**config.mk**
```make
export PLATFORM = sky130hd
export DESIGN_NAME = mfp_conv_window_flat
export DESIGN_NICKNAME = d
export VERILOG_FILES = /design/src/rtl/mfp_conv_window_if.sv /design/src/rtl/mfp_conv_window.sv /design/src/flat_wrapper.sv
export SDC_FILE = /design/constraint.sdc
export NUM_CORES = 1
export LEC_CHECK = 0
export ABC_AREA = 1
export BUFFER_PORTS_ARGS = -buffer_cell sky130_fd_sc_hd__buf_2
export CORE_ASPECT_RATIO = 0.75
export CORE_MARGIN = 4
export CORE_UTILIZATION = 66
export CTS_BUF_LIST = sky130_fd_sc_hd__clkbuf_4
export DETAILED_ROUTE_END_ITERATION = 8
export PLACE_DENSITY = 0.92
export SLEW_MARGIN = 20
export SYNTH_ARGS = -nofsm -noshare
export SYNTH_HDL_FRONTEND = slang
export SYNTH_SLANG_ARGS = --single-unit
```
**constraint.sdc**
```tcl
create_clock -name clk -period 2.41 [get_ports clk]
set_input_delay 0.482 -clock clk [delete_from_list [all_inputs] [get_ports clk]]
set_output_delay 0.482 -clock clk [all_outputs]
set_load 0.01 [all_outputs]
```
**src/rtl/mfp_conv_window_if.sv**
```systemverilog
// Pixel-in / window-out bus of the convolution window builder.
// The master drives pixels and the shared advance; the slave returns ready and windows.
interface mfp_conv_window_if #(
    parameter int unsigned DataW = 8,
    parameter int unsigned ArrL  = 5
) ();
    logic                    en;
    logic                    in_valid;
    logic [DataW-1:0]        in_data;
    logic                    in_sol;
    logic                    in_ready;
    logic                    out_valid;
    logic [DataW*ArrL-1:0]   out_win;
    logic                    out_eol;

    modport master (
        output en, in_valid, in_data, in_sol,
        input  in_ready, out_valid, out_win, out_eol
    );

    modport slave (
        input  en, in_valid, in_data, in_sol,
        output in_ready, out_valid, out_win, out_eol
    );
endinterface

```
**src/rtl/mfp_conv_window.sv**
```systemverilog
// Streaming centred ArrL-tap window builder with line-edge padding, one window per pixel.
// Define MFP_WIN_ZEROPAD_EN to pad line edges with zero instead of replicating edge pixels.
module mfp_conv_window #(
    parameter int unsigned DataW = 8,
    parameter int unsigned ArrL  = 5,
    parameter int unsigned LineW = 640,
    parameter int unsigned CntW  = 10
) (
    input logic               clk,
    input logic               aclr_n,
    mfp_conv_window_if.slave  win_bus
);
    localparam int unsigned H     = (ArrL - 1) / 2;
    localparam int unsigned WinW  = DataW * ArrL;
    localparam int unsigned FcntW = (H > 1) ? $clog2(H) : 1;

    localparam logic [1:0] ST_IDLE  = 2'd0;
    localparam logic [1:0] ST_RUN   = 2'd1;
    localparam logic [1:0] ST_FLUSH = 2'd2;

    logic [1:0]       r_state;
    logic [CntW-1:0]  r_col;
    logic [FcntW-1:0] r_fcnt;
    logic [WinW-1:0]  r_taps;
    logic [WinW-1:0]  r_out_win;
    logic             r_out_valid;
    logic             r_out_eol;

    logic [1:0]       w_state_d;
    logic [CntW-1:0]  w_col_d;
    logic [FcntW-1:0] w_fcnt_d;
    logic [WinW-1:0]  w_taps_d;
    logic             w_emit;
    logic             w_eol;
    logic             w_accept;
    logic [WinW-1:0]  w_sol_load;
    logic [DataW-1:0] w_pad;

`ifdef MFP_WIN_ZEROPAD_EN
    assign w_sol_load = {win_bus.in_data, {(WinW - DataW){1'b0}}};
    assign w_pad      = '0;
`else
    assign w_sol_load = {ArrL{win_bus.in_data}};
    assign w_pad      = r_taps[WinW-1 -: DataW];
`endif

    assign win_bus.in_ready  = win_bus.en && (r_state != ST_FLUSH);
    assign w_accept          = win_bus.in_valid && win_bus.in_ready;
    assign win_bus.out_valid = r_out_valid;
    assign win_bus.out_win   = r_out_win;
    assign win_bus.out_eol   = r_out_eol;

    always_comb begin
        w_state_d = r_state;
        w_col_d   = r_col;
        w_fcnt_d  = r_fcnt;
        w_taps_d  = r_taps;
        w_emit    = 1'b0;
        w_eol     = 1'b0;
        if (win_bus.en) begin
            case (r_state)
                ST_IDLE, ST_RUN: begin
                    if (w_accept) begin
                        if (win_bus.in_sol) begin
                            // start-of-line wins in RUN too: aborts the line without eol
                            w_taps_d  = w_sol_load;
                            w_col_d   = CntW'(1);
                            w_fcnt_d  = '0;
                            w_state_d = ST_RUN;
                        end else if (r_state == ST_RUN) begin
                            w_taps_d = {win_bus.in_data, r_taps[WinW-1:DataW]};
                            w_col_d  = r_col + CntW'(1);
                            w_emit   = (r_col >= CntW'(H));
                            if (r_col == CntW'(LineW - 1)) begin
                                w_state_d = ST_FLUSH;
                                w_fcnt_d  = '0;
                            end
                        end
                    end
                end
                ST_FLUSH: begin
                    w_taps_d = {w_pad, r_taps[WinW-1:DataW]};
                    w_emit   = 1'b1;
                    if (r_fcnt == FcntW'(H - 1)) begin
                        w_eol     = 1'b1;
                        w_state_d = ST_IDLE;
                        w_col_d   = '0;
                    end else begin
                        w_fcnt_d = r_fcnt + FcntW'(1);
                    end
                end
                default: w_state_d = ST_IDLE;
            endcase
        end
    end

    always_ff @(posedge clk or negedge aclr_n) begin
        if (!aclr_n) begin
            r_state     <= ST_IDLE;
            r_col       <= '0;
            r_fcnt      <= '0;
            r_taps      <= '0;
            r_out_win   <= '0;
            r_out_valid <= 1'b0;
            r_out_eol   <= 1'b0;
        end else if (win_bus.en) begin
            r_state     <= w_state_d;
            r_col       <= w_col_d;
            r_fcnt      <= w_fcnt_d;
            r_taps      <= w_taps_d;
            r_out_valid <= w_emit;
            r_out_eol   <= w_eol;
            if (w_emit) begin
                r_out_win <= w_taps_d;
            end
        end
    end
endmodule

```
**src/flat_wrapper.sv**
```systemverilog
// flat-port wrapper written by rule: the top's interface ports become plain ports
module mfp_conv_window_flat 
#(
    parameter int unsigned DataW = 8,
    parameter int unsigned ArrL  = 5,
    parameter int unsigned LineW = 640,
    parameter int unsigned CntW  = 10
)
  (clk, aclr_n, win_bus_en, win_bus_in_valid, win_bus_in_data, win_bus_in_sol, win_bus_in_ready, win_bus_out_valid, win_bus_out_win, win_bus_out_eol);
  mfp_conv_window_if #(.DataW(DataW), .ArrL(ArrL)) win_bus_i ();
  input logic clk;
  input logic aclr_n;
  input wire logic [$bits(win_bus_i.en)-1:0] win_bus_en;
  input wire logic [$bits(win_bus_i.in_valid)-1:0] win_bus_in_valid;
  input wire logic [$bits(win_bus_i.in_data)-1:0] win_bus_in_data;
  input wire logic [$bits(win_bus_i.in_sol)-1:0] win_bus_in_sol;
  output wire logic [$bits(win_bus_i.in_ready)-1:0] win_bus_in_ready;
  output wire logic [$bits(win_bus_i.out_valid)-1:0] win_bus_out_valid;
  output wire logic [$bits(win_bus_i.out_win)-1:0] win_bus_out_win;
  output wire logic [$bits(win_bus_i.out_eol)-1:0] win_bus_out_eol;
  assign win_bus_i.en = win_bus_en;
  assign win_bus_i.in_valid = win_bus_in_valid;
  assign win_bus_i.in_data = win_bus_in_data;
  assign win_bus_i.in_sol = win_bus_in_sol;
  assign win_bus_in_ready = win_bus_i.in_ready;
  assign win_bus_out_valid = win_bus_i.out_valid;
  assign win_bus_out_win = win_bus_i.out_win;
  assign win_bus_out_eol = win_bus_i.out_eol;
  mfp_conv_window #(.DataW(DataW), .ArrL(ArrL), .LineW(LineW), .CntW(CntW)) u_core (.clk(clk), .aclr_n(aclr_n), .win_bus(win_bus_i));
endmodule
```
Word-level counts from Yosys, hierarchy flattened. Index checks and enable logic that the tools add are counted.

$add $sub $neg: 2. $lt $le $gt $ge: 1. Equality and inequality tests: 8. Muxes and demuxes: 28. Reduce and logical (&&, ||, !) cells: 9.

Operator list (number): $mux 40 (3); $pmux 40 s2 (1); $mux 10 (4); $pmux 10 s2 (1); $reduce_and 5->1 (3); $mux 1 (11); $add 10x1->10 const B (1); $eq 10x10->1 const B (1); $ge 10x2->1 const B (1); $mux 2 (5); $ne 3x2->1 const B (2); $ne 2x1->1 const B (2); $pmux 1 s2 (2); $pmux 2 s2 (1); $eq 2x1->1 const B (1); $eq 2x2->1 const B (1); $logic_and 1x1->1 (2); $logic_not 2->1 (1); $ne 2x2->1 const B (1); $reduce_and 2->1 (1); $reduce_bool 2->1 (1); $reduce_or 2->1 (1); $add 1x1->1 const B (1).

Register bits after elaboration: 95. Output and inout port bits: 43.

Logic depth before layout (Yosys ltp).
Depth after elaboration: 7. Mapped depth: 12. Mapped depth without buffers: 10.

Worst setup path after synthesis. No wires, ideal clock.

Path kind: register to register. Start point: register u_core.r_col[0]. End point: register u_core.r_out_win[15], in the netlist u_core.win_bus.out_win[15]. Library setup time: 71 ps. Arrival: 1556 ps. Data required time: 2339 ps. Slack: 783 ps. Cell stages (with the launch flop): 12. Clock period less this slack: 1627 ps. Path through: dfrtp_1 -> inv_1 -> ha_1 -> or2_2 -> nor2_1 -> nand2_1 -> nand2_1 -> nand2_1 -> nand2_1 -> buf_2 -> nor2_1 -> nor2_1.

Longest elaborated chain between the ends: 7.

RTL lines: start, declared (RTL line mfp_conv_window.sv:22) `logic [CntW-1:0] r_col;`; start signal, assigned (RTL line mfp_conv_window.sv:108) `r_col <= w_col_d;`; $ge 10x2->1 (RTL line mfp_conv_window.sv:73) `w_emit = (r_col >= CntW'(H));`; $mux 1 (RTL line mfp_conv_window.sv:70) `end else if (r_state == ST_RUN) begin`; $mux 1 (RTL line mfp_conv_window.sv:64) `if (win_bus.in_sol) begin`; $mux 1 (RTL line mfp_conv_window.sv:63) `if (w_accept) begin`; $pmux 1 s2 (RTL line mfp_conv_window.sv:61) `case (r_state)`; $mux 1 (RTL line mfp_conv_window.sv:60) `if (win_bus.en) begin`; $reduce_and 2->1 (no source line); end signal, assigned (RTL line mfp_conv_window.sv:114) `r_out_win <= w_taps_d;`; end, declared (RTL line mfp_conv_window.sv:25) `logic [WinW-1:0] r_out_win;`.

Every way passes these cells. A chain may end at the register's enable or synchronous reset.

Final worst setup path.
Start point: register u_core.r_col[0]. End point: register u_core.r_out_win[18], in the netlist u_core.win_bus.out_win[18].

Same word-level chain as after synthesis.

==> results_dict.tcl <==
set metrics [dict create \
    dp_hpwl_um 9107 \
    cts_tree "yes" \
    wl_met2_um 5882 \
    worstHoldStart "win_bus_in_data[0]" \
    comb_power_share_pct 37.5 \
    ys_async_sr_fraction_pct 100.0 \
    drt-vias-per-instance 5.521 \
    cp_max_fo 10 \
    drc_errors 0 \
    setup_tns_ns 0 \
    antenna_found_initial 0 \
    synthFlopType "dfrtp_1" \
    crit_type "register to register" \
    p_leak_uw 0.003198 \
    finalInstanceArea_mm2 0.005645 \
    synth_area_leader_cell "dfrtp_1" \
    rows 27 \
    hold_depth 3 \
    syn_area_mm2 0.005096 \
    setup_viol 0 \
    syn-num-nets 760 \
    placed_area_mm2 0.005499 \
    routedWlPerCell_um 14.08 \
    max_cap_viol_count 0 \
    wl_met1_um 5244 \
    first_iter_violations 582 \
    final_hold_viol_count 0 \
    fp.dieArea_mm2 0.009206 \
    r2r_slack_ns 0.35 \
    holdPathEnd "u_core.r_taps[32]" \
    r2r_cells 11 \
    crit_path_start "u_core.r_col[0]" \
    top_layer_used "met4" \
    synth_enable_flop_cells 0 \
    slew_headroom_pct 65.23 \
    floorplan.core_area_mm2 0.007432 \
    dpl_worst_slack_ns 0.3678 \
    r2r_end "u_core.win_bus.out_win[18]" \
    clock_sinks 95 \
    dieWidth_um 109.5 \
    clk_pin_slew_ns 0.15 \
    placement.io_buffers 55 \
    grt_setup_unrepaired "false" \
    finClkSkew_ns 0.01390 \
    grt_overflow 0 \
    slew_violations 0 \
    track_usage_pct 28.91 \
    syn_area_per_cell_um2 6.840 \
    pwr-share-seq_pct 46.5 \
    tightest_slew_ns 0.5197 \
    fmax_mhz 485.0 \
    clock_power_share_pct 15.9 \
    gp_congestion 0.9449 \
    ys_types 28 \
    ioPinCount 56 \
    grt_pass1_wl_um 21340 \
    drive_gt1_share_pct 12.70 \
    finalNetCount 813 \
    ir_worst_vdd_uv 686.6 \
    clk_latency_ns 0.46 \
    cts_post_setup_buffers_inserted 0 \
    yosys.cell_count.top_type "nand2_1" \
    switchingPower_uw 2185 \
    yosys.area.top_type_share_pct 46.65 \
    fin_crit_sh_pct 85.56 \
    synth.yosys.seq_area_share_pct 46.65 \
    hp-class "primary input to register" \
    cp-start-kind "register" \
    required_ns 2.81 \
    die_h_um 84.10 \
    dr.pass1.iters 8 \
    area_growth_pct 10.78 \
    internal_power_uw 3234 \
    met3_length_um 1311 \
    wl_um 12730 \
    yosys-top-cells-area "dfrtp_1, nand2_1, inv_1" \
    layout_min_cycle_time_ns 2.062 \
    r2r-start "u_core.r_col[0]" \
    synth_commonest_cells "nand2_1, dfrtp_1, inv_1, nand3_1, nor2_1" \
    cts_buffers 9 \
    grt_max_degree 38 \
    cp_data_arrival_time_ns 2.46 \
    h-tree-depth 3 \
    power_density_mw_per_mm2 959.8 \
    root_buffer "clkbuf_4" \
    grt_pass1_vias 4612 \
    diodes 0 \
    initial_core_util_pct 68.57 \
    num-fill-cells 562 \
    setup_slack_ns 0.3480 \
    synth_cells 745 \
    ant_nets 0 \
    ys_ff_latch 95 \
    num_vias 4991 \
    critPathCaptureType "register" \
    yosys_warnings 0 \
    switching_share_pct 40.32 \
    status "complete, no violations" \
    clk_path_buf_depth 2 \
]
worst max-delay path by stage:
| stage | to | slack, ns | depth (start not counted) |
|---|---|---|---|
| after floorplan | u_core.win_bus.out_win[15] | 0.78 | 11 |
| after global placement | u_core.win_bus.out_win[15] | 0.42 | 10 |
| after detailed placement | u_core.win_bus.out_win[10] | 0.37 | 11 |
| after CTS | u_core.win_bus.out_win[18] | 0.37 | 11 |
| after global routing | u_core.r_col[1] | 0.19 | 9 |
| final | u_core.win_bus.out_win[18] | 0.35 | 11 |
state kept, by name, indices dropped and copies added, names as in the netlist:
register                  flops
u_core.win_bus.out_win       40
u_core.win_bus.out_valid      1
u_core.win_bus.out_eol        1
u_core.r_fcnt                 1
u_core.r_col                 10
u_core.r_taps                40
u_core.r_state                2
final cells by class:
cell class / count / area (um^2) / share of cell area [%]
inverters: 91 / 341.6 / 6.051
clock inverters: 6 / 61.31 / 1.086
repair buffers: 73 / 440.4 / 7.801
clock buffers: 10 / 75.07 / 1.330
multi-input cells: 528 / 2223 / 39.38
flip-flops and latches: 95 / 2377 / 42.11
well taps: 101 / 126.4 / 2.238
through the flow:
stage | hold slack [ns] | instances | power, uW | utilization, %
finish | 0.2998 | 904 | 5419 | 75.96
global placement | 0.4342 | 887 | 4439 | 73.99
global route | 0.3002 | 904 | 5835 | 75.96
floorplan | 0.1864 | 745 | 3807 | -
detailed placement | 0.4401 | 887 | 4564 | 73.99
CTS | 0.2834 | 904 | 5418 | 75.96
layout by cell type (no fill, tap or decap):
master,synthesis,final
clkinv_4,0,1
or2_2,1,1
ha_1,2,2
o21ai_1,6,6
buf_12,0,2
buf_2,15,54
o22ai_1,25,25
nand4_2,1,1
inv_1,85,85
nor2_1,43,43
bufinv_16,0,1
nand2_4,1,1
inv_2,6,6
buf_4,3,16
dlygate4sd3_1,0,1
nand3b_1,1,1
nand3_1,43,43
nand4_1,6,6
nand2_1,370,370
clkbuf_4,0,10
nand2_2,2,2
a21boi_0,1,1
clkinv_1,0,2
clkinvlp_4,0,2
nor2_2,1,1
o21ai_2,2,2
o21ai_0,9,9
dfrtp_1,95,95
a21oi_2,1,1
nor2_4,1,1
a21oi_1,11,11
o21bai_1,1,1
repair_timing:
action | in CTS | in global routing
hold buffers | 1 | 0
gates resized for setup | 0 | 0
hold endpoints to repair | 29 | 0
critical path, cell delays in order, from the launching register on:
cell and delay, ns:
dfrtp_1 0.43, inv_1 0.10, ha_1 0.20, or2_2 0.26, nor2_1 0.09, nand2_1 0.07, nand2_1 0.09, nand2_1 0.07
nand2_1 0.31, buf_4 0.24, nand2_1 0.07, nand2_1 0.08
per-layer routing:
| layer | vias to the layer above | GRT usage [%] |
|---|---|---|
| met2 | 286 | 44.32 |
| li1 | 2378 | - |
| met3 | 33 | 6.265 |
| met5 | - | 0 |
| met4 | 0 | 8.041 |
| met1 | 2294 | 41.82 |
power by group through the flow:
| stage | Sequential [uW] | Clock [uW] | Combinational, uW |
|---|---|---|---|
| 6_report | 2520 | 863 | 2030 |
| 3_5_place_dp | 2540 | 0 | 2020 |
| 2_1_floorplan | 2650 | 0 | 1160 |
| 5_1_grt | 2600 | 937 | 2300 |
| 4_1_cts | 2510 | 867 | 2040 |
| 3_3_place_gp | 2510 | 0 | 1920 |
cell families after synthesis:
family	share of synthesized area, %
AND/OR/NAND/NOR	36.71
adder cells (fa/ha/maj)	0.4910
buffers and inverters	9.723
flip-flops	46.65
AO/OA/AOI/OAI	6.433
No activity file was read; power rests on OpenSTA's default activity.
